`config.mk`:
```
export PLATFORM = sky130hd
export DESIGN_NAME = wb_unit_flat
export DESIGN_NICKNAME = d
export VERILOG_FILES = /design/src/rtl/wb_pkg.sv /design/src/rtl/wb_unit_if.sv /design/src/rtl/wb_lsu_fifo.sv /design/src/rtl/wb_unit.sv /design/src/flat_wrapper.sv
export SDC_FILE = /design/constraint.sdc
export NUM_CORES = 1
export LEC_CHECK = 0
export CAP_MARGIN = 20
export CORE_AREA = 2 2 104 126
export CTS_BUF_LIST = sky130_fd_sc_hd__clkbuf_4 sky130_fd_sc_hd__clkbuf_8 sky130_fd_sc_hd__clkbuf_16
export DETAILED_ROUTE_END_ITERATION = 8
export DIE_AREA = 0 0 106 128
export PLACE_DENSITY = 0.77
export SLEW_MARGIN = 20
export SYNTH_ARGS = -nofsm -noshare
export SYNTH_HDL_FRONTEND = slang
export SYNTH_SLANG_ARGS = --single-unit
```
`constraint.sdc`:
```
create_clock -name clk -period 3.35 [get_ports clk]
set_clock_uncertainty 0.15 [all_clocks]
set_input_delay 0.5025 -clock clk [delete_from_list [all_inputs] [get_ports clk]]
set_output_delay 0.5025 -clock clk [all_outputs]
set_load 0.01 [all_outputs]
```
`src/rtl/wb_pkg.sv`:
```
// Shared types and helpers for the pcore writeback stage: load opcodes,
// buffered-load entry layout and the load alignment/extension function.
package wb_pkg;

    localparam int WB_XLEN      = 32;
    localparam int WB_RF_AWIDTH = 5;

    typedef enum logic [2:0] {
        LD_B  = 3'b000,
        LD_H  = 3'b001,
        LD_W  = 3'b010,
        LD_BU = 3'b100,
        LD_HU = 3'b101
    } ld_ops_e;

    typedef struct packed {
        logic                    valid;
        logic [WB_RF_AWIDTH-1:0] rd_addr;
        logic [WB_XLEN-1:0]      data;
    } wb_entry_s;

    // Halfword loads select their half with lsb[1] only; misalignment is not flagged.
    function automatic logic [WB_XLEN-1:0] fmt_load(
        input logic [WB_XLEN-1:0] data,
        input logic [2:0]         ops,
        input logic [1:0]         lsb
    );
        logic [WB_XLEN-1:0] word;
        logic [7:0]         byte_v;
        logic [15:0]        half_v;
        logic [WB_XLEN-1:0] res;
        word   = data >> {lsb, 3'b000};
        byte_v = word[7:0];
        half_v = lsb[1] ? data[31:16] : data[15:0];
        case (ld_ops_e'(ops))
            LD_B:    res = {{(WB_XLEN-8){byte_v[7]}}, byte_v};
            LD_H:    res = {{(WB_XLEN-16){half_v[15]}}, half_v};
            LD_BU:   res = {{(WB_XLEN-8){1'b0}}, byte_v};
            LD_HU:   res = {{(WB_XLEN-16){1'b0}}, half_v};
            default: res = word;
        endcase
        return res;
    endfunction

endpackage

```
`src/rtl/wb_unit_if.sv`:
```
// Writeback stage bus: execute result, LSU load response, register-file
// write port and the pending-load count reported back to decode.
interface wb_unit_if
    import wb_pkg::*;
#(
    parameter int XLEN          = WB_XLEN,
    parameter int RF_AWIDTH     = WB_RF_AWIDTH,
    parameter int LSU_BUF_DEPTH = 2
);
    localparam int CNT_W = $clog2(LSU_BUF_DEPTH) + 1;

    logic                 exe2wb_valid_i;
    logic                 exe2wb_rd_wr_i;
    logic [RF_AWIDTH-1:0] exe2wb_rd_addr_i;
    logic [XLEN-1:0]      exe2wb_rd_data_i;

    logic                 lsu2wb_valid_i;
    logic                 lsu2wb_ready_o;
    logic [RF_AWIDTH-1:0] lsu2wb_rd_addr_i;
    logic [XLEN-1:0]      lsu2wb_data_i;
    logic [2:0]           lsu2wb_ld_ops_i;
    logic [1:0]           lsu2wb_addr_lsb_i;

    logic                 wb2rf_rd_wr_req_o;
    logic [RF_AWIDTH-1:0] wb2rf_rd_addr_o;
    logic [XLEN-1:0]      wb2rf_rd_data_o;
    logic [CNT_W-1:0]     wb2id_lsu_pending_o;

    modport master (
        output exe2wb_valid_i, exe2wb_rd_wr_i, exe2wb_rd_addr_i, exe2wb_rd_data_i,
        output lsu2wb_valid_i, lsu2wb_rd_addr_i, lsu2wb_data_i, lsu2wb_ld_ops_i,
               lsu2wb_addr_lsb_i,
        input  lsu2wb_ready_o,
        input  wb2rf_rd_wr_req_o, wb2rf_rd_addr_o, wb2rf_rd_data_o, wb2id_lsu_pending_o
    );

    modport slave (
        input  exe2wb_valid_i, exe2wb_rd_wr_i, exe2wb_rd_addr_i, exe2wb_rd_data_i,
        input  lsu2wb_valid_i, lsu2wb_rd_addr_i, lsu2wb_data_i, lsu2wb_ld_ops_i,
               lsu2wb_addr_lsb_i,
        output lsu2wb_ready_o,
        output wb2rf_rd_wr_req_o, wb2rf_rd_addr_o, wb2rf_rd_data_o, wb2id_lsu_pending_o
    );

endinterface

```
`src/rtl/wb_lsu_fifo.sv`:
```
// In-order buffer for formatted loads that lost arbitration; entries can be
// invalidated in place by a younger execute write to the same rd.
module wb_lsu_fifo
    import wb_pkg::*;
#(
    parameter int DEPTH = 2
) (
    input  logic                      clk,
    input  logic                      rst_n,
    input  logic                      push_i,
    input  wb_entry_s                 push_entry_i,
    input  logic                      pop_i,
    input  logic                      kill_i,
    input  logic [WB_RF_AWIDTH-1:0]   kill_addr_i,
    output wb_entry_s                 head_o,
    output logic                      empty_o,
    output logic                      full_o,
    output logic [$clog2(DEPTH):0]    count_o
);
    localparam int PTR_W = $clog2(DEPTH);
    localparam int CNT_W = PTR_W + 1;

    wb_entry_s        mem_q [DEPTH];
    wb_entry_s        mem_d [DEPTH];
    logic [PTR_W-1:0] head_q, head_d;
    logic [PTR_W-1:0] tail_q, tail_d;
    logic [CNT_W-1:0] count_q, count_d;
    logic             do_push, do_pop;

    assign empty_o = (count_q == '0);
    assign full_o  = (count_q == CNT_W'(DEPTH));
    assign count_o = count_q;
    assign head_o  = mem_q[head_q];

    assign do_pop  = pop_i & ~empty_o;
    assign do_push = push_i & ~full_o;

    always_comb begin
        mem_d   = mem_q;
        head_d  = head_q;
        tail_d  = tail_q;
        count_d = count_q;
        // Killed entries keep their slot so retirement order is unchanged.
        for (int i = 0; i < DEPTH; i++) begin
            if (kill_i && (mem_q[i].rd_addr == kill_addr_i)) begin
                mem_d[i].valid = 1'b0;
            end
        end
        if (do_push) begin
            mem_d[tail_q] = push_entry_i;
            tail_d        = tail_q + PTR_W'(1);
        end
        if (do_pop) begin
            head_d = head_q + PTR_W'(1);
        end
        case ({do_push, do_pop})
            2'b10:   count_d = count_q + CNT_W'(1);
            2'b01:   count_d = count_q - CNT_W'(1);
            default: count_d = count_q;
        endcase
    end

    always_ff @(posedge clk) begin
        if (!rst_n) begin
            for (int i = 0; i < DEPTH; i++) begin
                mem_q[i] <= '0;
            end
            head_q  <= '0;
            tail_q  <= '0;
            count_q <= '0;
        end else begin
            mem_q   <= mem_d;
            head_q  <= head_d;
            tail_q  <= tail_d;
            count_q <= count_d;
        end
    end

endmodule

```
`src/rtl/wb_unit.sv`:
```
// Writeback stage: arbitrates execute results, buffered loads and bypassed
// loads onto a registered register-file write port.
module wb_unit
    import wb_pkg::*;
#(
    parameter int XLEN          = WB_XLEN,
    parameter int RF_AWIDTH     = WB_RF_AWIDTH,
    parameter int LSU_BUF_DEPTH = 2
) (
    input  logic       clk,
    input  logic       rst_n,
    wb_unit_if.slave   bus
);
    localparam int CNT_W = $clog2(LSU_BUF_DEPTH) + 1;

    logic                 exe_wr;
    logic                 ld_acc;
    logic                 ld_kill;
    logic                 bypass;
    logic                 pop;
    logic                 push;
    wb_entry_s            ld_entry;
    wb_entry_s            head;
    logic                 fifo_empty;
    logic                 fifo_full;
    logic [CNT_W-1:0]     fifo_count;

    logic                 wr_req_q, wr_req_d;
    logic [RF_AWIDTH-1:0] addr_q, addr_d;
    logic [XLEN-1:0]      data_q, data_d;

    assign bus.lsu2wb_ready_o = rst_n & ~fifo_full;

    assign exe_wr  = bus.exe2wb_valid_i & bus.exe2wb_rd_wr_i;
    assign ld_acc  = bus.lsu2wb_valid_i & bus.lsu2wb_ready_o;
    // A same-cycle execute write is younger than the incoming load: drop the load.
    assign ld_kill = exe_wr & ld_acc & (bus.lsu2wb_rd_addr_i == bus.exe2wb_rd_addr_i);

    assign ld_entry.valid   = 1'b1;
    assign ld_entry.rd_addr = bus.lsu2wb_rd_addr_i;
    assign ld_entry.data    = fmt_load(bus.lsu2wb_data_i, bus.lsu2wb_ld_ops_i,
                                       bus.lsu2wb_addr_lsb_i);

    assign pop    = ~exe_wr & ~fifo_empty;
    assign bypass = ~exe_wr & fifo_empty & ld_acc;
    assign push   = ld_acc & ~bypass & ~ld_kill;

    wb_lsu_fifo #(
        .DEPTH (LSU_BUF_DEPTH)
    ) u_lsu_fifo (
        .clk          (clk),
        .rst_n        (rst_n),
        .push_i       (push),
        .push_entry_i (ld_entry),
        .pop_i        (pop),
        .kill_i       (exe_wr),
        .kill_addr_i  (bus.exe2wb_rd_addr_i),
        .head_o       (head),
        .empty_o      (fifo_empty),
        .full_o       (fifo_full),
        .count_o      (fifo_count)
    );

    always_comb begin
        wr_req_d = 1'b0;
        addr_d   = addr_q;
        data_d   = data_q;
        if (exe_wr) begin
            wr_req_d = (bus.exe2wb_rd_addr_i != '0);
            addr_d   = bus.exe2wb_rd_addr_i;
            data_d   = bus.exe2wb_rd_data_i;
        end else if (pop) begin
            wr_req_d = head.valid & (head.rd_addr != '0);
            addr_d   = head.rd_addr;
            data_d   = head.data;
        end else if (bypass) begin
            wr_req_d = (ld_entry.rd_addr != '0);
            addr_d   = ld_entry.rd_addr;
            data_d   = ld_entry.data;
        end
    end

    always_ff @(posedge clk) begin
        if (!rst_n) begin
            wr_req_q <= 1'b0;
            addr_q   <= '0;
            data_q   <= '0;
        end else begin
            wr_req_q <= wr_req_d;
            addr_q   <= addr_d;
            data_q   <= data_d;
        end
    end

    assign bus.wb2rf_rd_wr_req_o   = wr_req_q;
    assign bus.wb2rf_rd_addr_o     = addr_q;
    assign bus.wb2rf_rd_data_o     = data_q;
    assign bus.wb2id_lsu_pending_o = fifo_count;

endmodule

```
`src/flat_wrapper.sv`:
```
// flat-port wrapper written by rule: the top's interface ports become plain ports
module wb_unit_flat import wb_pkg::*;
#(
    parameter int XLEN          = WB_XLEN,
    parameter int RF_AWIDTH     = WB_RF_AWIDTH,
    parameter int LSU_BUF_DEPTH = 2
)
  (clk, rst_n, bus_exe2wb_valid_i, bus_exe2wb_rd_wr_i, bus_exe2wb_rd_addr_i, bus_exe2wb_rd_data_i, bus_lsu2wb_valid_i, bus_lsu2wb_rd_addr_i, bus_lsu2wb_data_i, bus_lsu2wb_ld_ops_i, bus_lsu2wb_addr_lsb_i, bus_lsu2wb_ready_o, bus_wb2rf_rd_wr_req_o, bus_wb2rf_rd_addr_o, bus_wb2rf_rd_data_o, bus_wb2id_lsu_pending_o);
  wb_unit_if #(.XLEN(XLEN), .RF_AWIDTH(RF_AWIDTH), .LSU_BUF_DEPTH(LSU_BUF_DEPTH)) bus_i ();
  input  logic clk;
  input  logic rst_n;
  input wire logic [$bits(bus_i.exe2wb_valid_i)-1:0] bus_exe2wb_valid_i;
  input wire logic [$bits(bus_i.exe2wb_rd_wr_i)-1:0] bus_exe2wb_rd_wr_i;
  input wire logic [$bits(bus_i.exe2wb_rd_addr_i)-1:0] bus_exe2wb_rd_addr_i;
  input wire logic [$bits(bus_i.exe2wb_rd_data_i)-1:0] bus_exe2wb_rd_data_i;
  input wire logic [$bits(bus_i.lsu2wb_valid_i)-1:0] bus_lsu2wb_valid_i;
  input wire logic [$bits(bus_i.lsu2wb_rd_addr_i)-1:0] bus_lsu2wb_rd_addr_i;
  input wire logic [$bits(bus_i.lsu2wb_data_i)-1:0] bus_lsu2wb_data_i;
  input wire logic [$bits(bus_i.lsu2wb_ld_ops_i)-1:0] bus_lsu2wb_ld_ops_i;
  input wire logic [$bits(bus_i.lsu2wb_addr_lsb_i)-1:0] bus_lsu2wb_addr_lsb_i;
  output wire logic [$bits(bus_i.lsu2wb_ready_o)-1:0] bus_lsu2wb_ready_o;
  output wire logic [$bits(bus_i.wb2rf_rd_wr_req_o)-1:0] bus_wb2rf_rd_wr_req_o;
  output wire logic [$bits(bus_i.wb2rf_rd_addr_o)-1:0] bus_wb2rf_rd_addr_o;
  output wire logic [$bits(bus_i.wb2rf_rd_data_o)-1:0] bus_wb2rf_rd_data_o;
  output wire logic [$bits(bus_i.wb2id_lsu_pending_o)-1:0] bus_wb2id_lsu_pending_o;
  assign bus_i.exe2wb_valid_i = bus_exe2wb_valid_i;
  assign bus_i.exe2wb_rd_wr_i = bus_exe2wb_rd_wr_i;
  assign bus_i.exe2wb_rd_addr_i = bus_exe2wb_rd_addr_i;
  assign bus_i.exe2wb_rd_data_i = bus_exe2wb_rd_data_i;
  assign bus_i.lsu2wb_valid_i = bus_lsu2wb_valid_i;
  assign bus_i.lsu2wb_rd_addr_i = bus_lsu2wb_rd_addr_i;
  assign bus_i.lsu2wb_data_i = bus_lsu2wb_data_i;
  assign bus_i.lsu2wb_ld_ops_i = bus_lsu2wb_ld_ops_i;
  assign bus_i.lsu2wb_addr_lsb_i = bus_lsu2wb_addr_lsb_i;
  assign bus_lsu2wb_ready_o = bus_i.lsu2wb_ready_o;
  assign bus_wb2rf_rd_wr_req_o = bus_i.wb2rf_rd_wr_req_o;
  assign bus_wb2rf_rd_addr_o = bus_i.wb2rf_rd_addr_o;
  assign bus_wb2rf_rd_data_o = bus_i.wb2rf_rd_data_o;
  assign bus_wb2id_lsu_pending_o = bus_i.wb2id_lsu_pending_o;
  wb_unit #(.XLEN(XLEN), .RF_AWIDTH(RF_AWIDTH), .LSU_BUF_DEPTH(LSU_BUF_DEPTH)) u_core (.clk(clk), .rst_n(rst_n), .bus(bus_i));
endmodule
```
# After elaboration in Yosys (flattened, before gate mapping)
# Cells that the tools add are included.
[totals] reg_bits=118 in_bits=84 wordCells=80
[op_classes] add_sub_neg=4 magnitude_cmp=3 eq_ne=9 shifts=1 muxes=21 bitwise_logic=20 reduce_logical=10
[ops] cell="2-to-1 mux 38 bit" count=4
[ops] cell="one-hot mux 32 bit (4 select lines)" count=1
[ops] cell="2-to-1 mux 32 bit" count=3
[ops] cell="bitwise mux 76 bit" count=1
[ops] cell="2-to-1 mux 76 bit" count=1
[ops] cell="demux 38 bit (select 1 bit)" count=1
[ops] cell="right shift 32 x 5 -> 32 bit" count=1
[ops] cell="2-to-1 mux 16 bit" count=1
[ops] cell="equality test 5 bit" count=3
[ops] cell="2-to-1 mux 5 bit" count=3
[ops] cell="nonzero test 5 bit" count=3
[ops] cell="AND 1 bit" count=13
[ops] cell="equality test 3 bit (second input constant)" count=2
[ops] cell="2-to-1 mux 1 bit" count=5
[ops] cell="inverter 1 bit" count=5
[ops] cell="equality test 2 bit (second input constant)" count=2
[ops] cell="greater-or-equal comparator 2 bit (second input constant)" count=2
[ops] cell="inverter 1 -> 2 bit" count=2
[ops] cell="one-hot mux 2 bit (2 select lines)" count=1
[ops] cell="equality test 3 x 1 -> 1 bit (second input constant)" count=1
[ops] cell="logical AND 1 bit" count=3
[ops] cell="logical NOT 3 bit" count=1
[ops] cell="nonzero test 3 bit" count=1
[ops] cell="adder 1 bit (second input constant)" count=2
[ops] cell="6 further kinds" count=6

# Depth between registers and ports, before layout
[depth] word_depth=11 mapped_depth=9 ltp_nobuf=7

# Cells and area by module
# A second synthesis with hierarchy kept.
[unflattened] hier_cells=857 hier_area_um2=7106.8
[modules_own_cells] module="wb_lsu_fifo" instances=1 cells_each=429 area_each_um2=3653.5 seq_area_each_um2=1601.5
[modules_own_cells] module="wb_unit" instances=1 cells_each=428 area_each_um2=3453.3 seq_area_each_um2=760.7

# Worst setup path before layout
# OpenSTA, ideal clock, no wires.
[synth_path] path_type="in2reg" start="in bus_exe2wb_rd_addr_i[4]" end="reg u_core.u_lsu_fifo.count_q[1] (netlist: u_core.u_lsu_fifo.count_o[1])" arrival_ps=2059 required_time_ps=3130 slack_ps=1071 cell_stages=7 path_cell_list="clkbuf_2 > xor2_1 > nor4_1 > a211o_1 > ha_1 > or3_1 > a21oi_1"
[synth_via] elab_chain_cells=7
[synth_lines] item="from (decl)" line="flat_wrapper.sv:14" rtl="input wire logic [$bits(bus_i.exe2wb_rd_addr_i)-1:0] bus_exe2wb_rd_addr_i;"
[synth_lines] item="equality test 5 bit *" line="wb_unit.sv:37" rtl="assign ld_kill = exe_wr & ld_acc & (bus.lsu2wb_rd_addr_i == bus.exe2wb_rd_addr_i);"
[synth_lines] item="AND 1 bit *" line="wb_unit.sv:37"
[synth_lines] item="inverter 1 bit *" line="wb_unit.sv:46" rtl="assign push = ld_acc & ~bypass & ~ld_kill;"
[synth_lines] item="AND 1 bit *" line="wb_unit.sv:46"
[synth_lines] item="AND 1 bit *" line="wb_lsu_fifo.sv:36" rtl="assign do_push = push_i & ~full_o;"
[synth_lines] item="equality test 2 x 1 -> 1 bit / equality test 2 bit (equally long branches)" line="wb_lsu_fifo.sv:56" rtl="case ({do_push, do_pop})"
[synth_lines] item="one-hot mux 2 bit (2 select lines) / nonzero test 2 bit (equally long branches)"
[synth_lines] item="to (signal assigned)" line="wb_lsu_fifo.sv:75" rtl="count_q <= count_d;"
[synth_lines] item="to (decl)" line="wb_lsu_fifo.sv:27" rtl="logic [CNT_W-1:0] count_q, count_d;"
# Mark *: on every way between the ends. The rest lies on a longest branch, timed or not.
# A chain may end at the register's enable or synchronous reset.

# Worst setup path after layout
[layout_path] start="in bus_exe2wb_rd_addr_i[0]" end="reg u_core.u_lsu_fifo.count_q[1] (netlist: u_core.u_lsu_fifo.count_o[1])"
# The elaborated chain is that of the path after synthesis.

==> results.yml <==
status:
  status: "finished, final reports clean"
power_and_ir_drop:
  power.density_mw_per_mm2: 676.5
  peakVddDrop_mv: 0.3450
  total_leakage_power_nw: 2.870
sta:
  rsz0062_at_grt: "false"
  max_freq_mhz: 368.2
  worst_pin_slew_ns: 1.060
  fin_crit_sh_pct: 81.07
  final.setup.tns_ns: 0
  setup-violations-final: 0
  finalHoldViolCount: 0
  worst_slack_ns: 0.6340
  slew_violations: 0
  relSlewSlack_pct: 29.36
  min_period_ns: 2.716
critical_path:
  critPathRequiredTime_ns: 3.54
  cp_max_fo: 5
  critPathLaunchType: "primary input"
  critPathArrivalTime_ns: 2.91
  end_kind: "register"
  setup.worst_path.class: "in2reg"
floorplanning:
  initial_core_util_pct: 48.55
  io_pins: 125
  dieArea_mm2: 0.01357
  core_area_mm2: 0.01244
  rows: 45
  die_y_um: 128
  fp.dieW_um: 106
synth:
  ys.warnings.count: 0
  syn_inst: 724
  synth_fp_nets: 809
  ys_ff_latch: 118
  synth_top_family_by_area: "compound AO/OA/AOI/OAI gates"
  synthSimpleGateAreaFrac_pct: 14.37
  synth_ff_type: "dfxtp_1"
  synth_xor_area_share_pct: 2.610
  seq_area_frac_synth_pct: 39.11
  synth-async-reset-ratio_pct: 0
  syn_area_per_cell_um2: 8.344
  syn_area_mm2: 0.006041
  synth_edf_count: 0
  ys_types: 54
  synth_compound_area_share_pct: 25.62
  yosys.area_share.adder_pct: 0.2071
  yosys-mux-area-fraction_pct: 12.45
grt:
  antenna_found_initial: 0
  grt_max_degree: 112
  track_usage_pct: 27.15
  grt_pass1_vias: 5878
  grt_pass1_wl_mm: 29.23
  globalRoute.totalOverflow: 0
finish:
  n_fill_cell: 1062
  final_cell_mix: "o21ai_0, clkdlybuf4s50_1, dfxtp_1"
  final_cells: 993
  area_growth_pct: 31.96
  insertedDiodeCount: 0
  seq_area_mm2: 0.002364
  final_layout_size_suffix_gt1_share_pct: 9.530
  multi_input_area_mm2: 0.003346
  layout_commonest_cell: "o21ai_0"
  nNetsFinal: 901
  utilization_pct: 64.06
  finalInstanceArea_mm2: 0.007971
drt:
  drt-initial-drc-count: 465
  wl_met3_mm: 1.155
  route.met2.wl_mm: 8.896
  topRoutingLayerUsed: "met4"
  vias_per_cell: 5.971
  wire_per_inst_um: 18.25
  via_count: 5929
  met1_length_mm: 7.569
  drt_wl_total_mm: 18.12
  drc_errors: 0
  ant_nets: 0
  dr.pass1.iters: 5
cts:
  post_cts_buffers: 0
  htreeDepth: 4
  clock_path_buffers: 2
  cts_buffers: 17
  cts_resized: 0
  clock-sinks: 118
  cts_tree: "built"
  clkTransAtPathRegs_ns: 0.05
  ctsRootBufferMaster: "clkbuf_16"
  clock_latency_ns: 0.42
  cts_hold_buf: 0
placed_design:
  placed_area_mm2: 0.007341
  preCtsSetupSlack_ns: 0.2251
  finalWeightedCongestion: 0.9527
  dp_cells: 961
  io_buffers: 124
  dpl.hpwl_mm: 12.39
min_path:
  hold_path.class: "in2reg"
job:
  cap_violations: 0
-- Yosys cell counts, types with 4 or more instances --
master | count | area [um^2]
o31ai_1 | 5 | 37.54
a221oi_1 | 5 | 43.79
inv_1 | 6 | 22.52
o21ai_0 | 140 | 700.7
dfxtp_1 | 118 | 2362
a21oi_1 | 70 | 350.3
nor2_1 | 50 | 187.7
a221o_1 | 5 | 50.05
xor2_1 | 8 | 70.07
mux4_2 | 8 | 180.2
or4_1 | 4 | 30.03
a22o_1 | 6 | 52.55
mux2i_1 | 47 | 470.5
buf_2 | 23 | 115.1
nand2_1 | 24 | 90.09
and2_1 | 10 | 62.56
clkbuf_1 | 36 | 135.1
nand3_1 | 75 | 375.4
xnor2_1 | 10 | 87.58
a211oi_1 | 5 | 37.54
mux2_2 | 9 | 101.4
a22oi_1 | 9 | 67.56
-- path summary, 6_finish.rpt --
check | start | endpoint | slack [ns] | cells after the start
setup reg to reg | u_core.u_lsu_fifo.count_o[0]$_SDFFE_PN0P_ | u_core.u_lsu_fifo.count_o[1]$_SDFFE_PN0P_ | 0.94 | 6
hold / removal | rst_n | u_core.bus.wb2rf_rd_addr_o[0]$_SDFFE_PN0P_ | 0.27 | 3
hold reg to reg | register | register | 0.32 | 2
setup / recovery | bus_exe2wb_rd_addr_i[0] | u_core.u_lsu_fifo.count_o[1]$_SDFFE_PN0P_ | 0.63 | 7
-- cell families after synthesis --
kind of cell,after synthesis
simple gates,180
fa+ha+maj,1
buf+inv,74
flops,118
mux,64
compound gates,269
xor+xnor,18
-- area by class of cell --
cell class / instances / share of cell area, %
timing repair buffer: 141 / 17.61
inverter: 6 / 0.2825
clock inverter: 13 / 2.229
sequential: 118 / 29.65
clock buffer: 19 / 5.682
multi-input combinational: 532 / 41.97
tap: 164 / 2.574
-- metrics by stage --
stage	hold WS, ns	power, mW
2_1_floorplan	0.2881	2.768
3_3_place_gp	0.2974	3.427
3_5_place_dp	0.3072	3.461
4_1_cts	0.2705	5.396
5_1_grt	0.2921	5.645
6_report	0.2731	5.393
-- worst max-delay path: stages --
cell             delay, ns
clkdlybuf4s50_1       0.54
xor2_1                0.21
nor4_1                0.61
a211o_1               0.25
ha_1                  0.27
or3_1                 0.38
a21oi_1               0.14
-- routing by layer --
metal | GRT usage, % | vias up
li1 | - | 2830
met1 | 34.10 | 2809
met2 | 46.03 | 244
met3 | 5.491 | 46
met4 | 10.29 | 0
met5 | 0 | -
-- power breakdown --
part	internal [mW]	total [mW]	switching, mW
clock	1.28	1.93	0.655
sequential	1.61	1.75	0.140
combinational	0.781	1.71	0.929
Note: power is estimated with default switching activity, not from simulation.
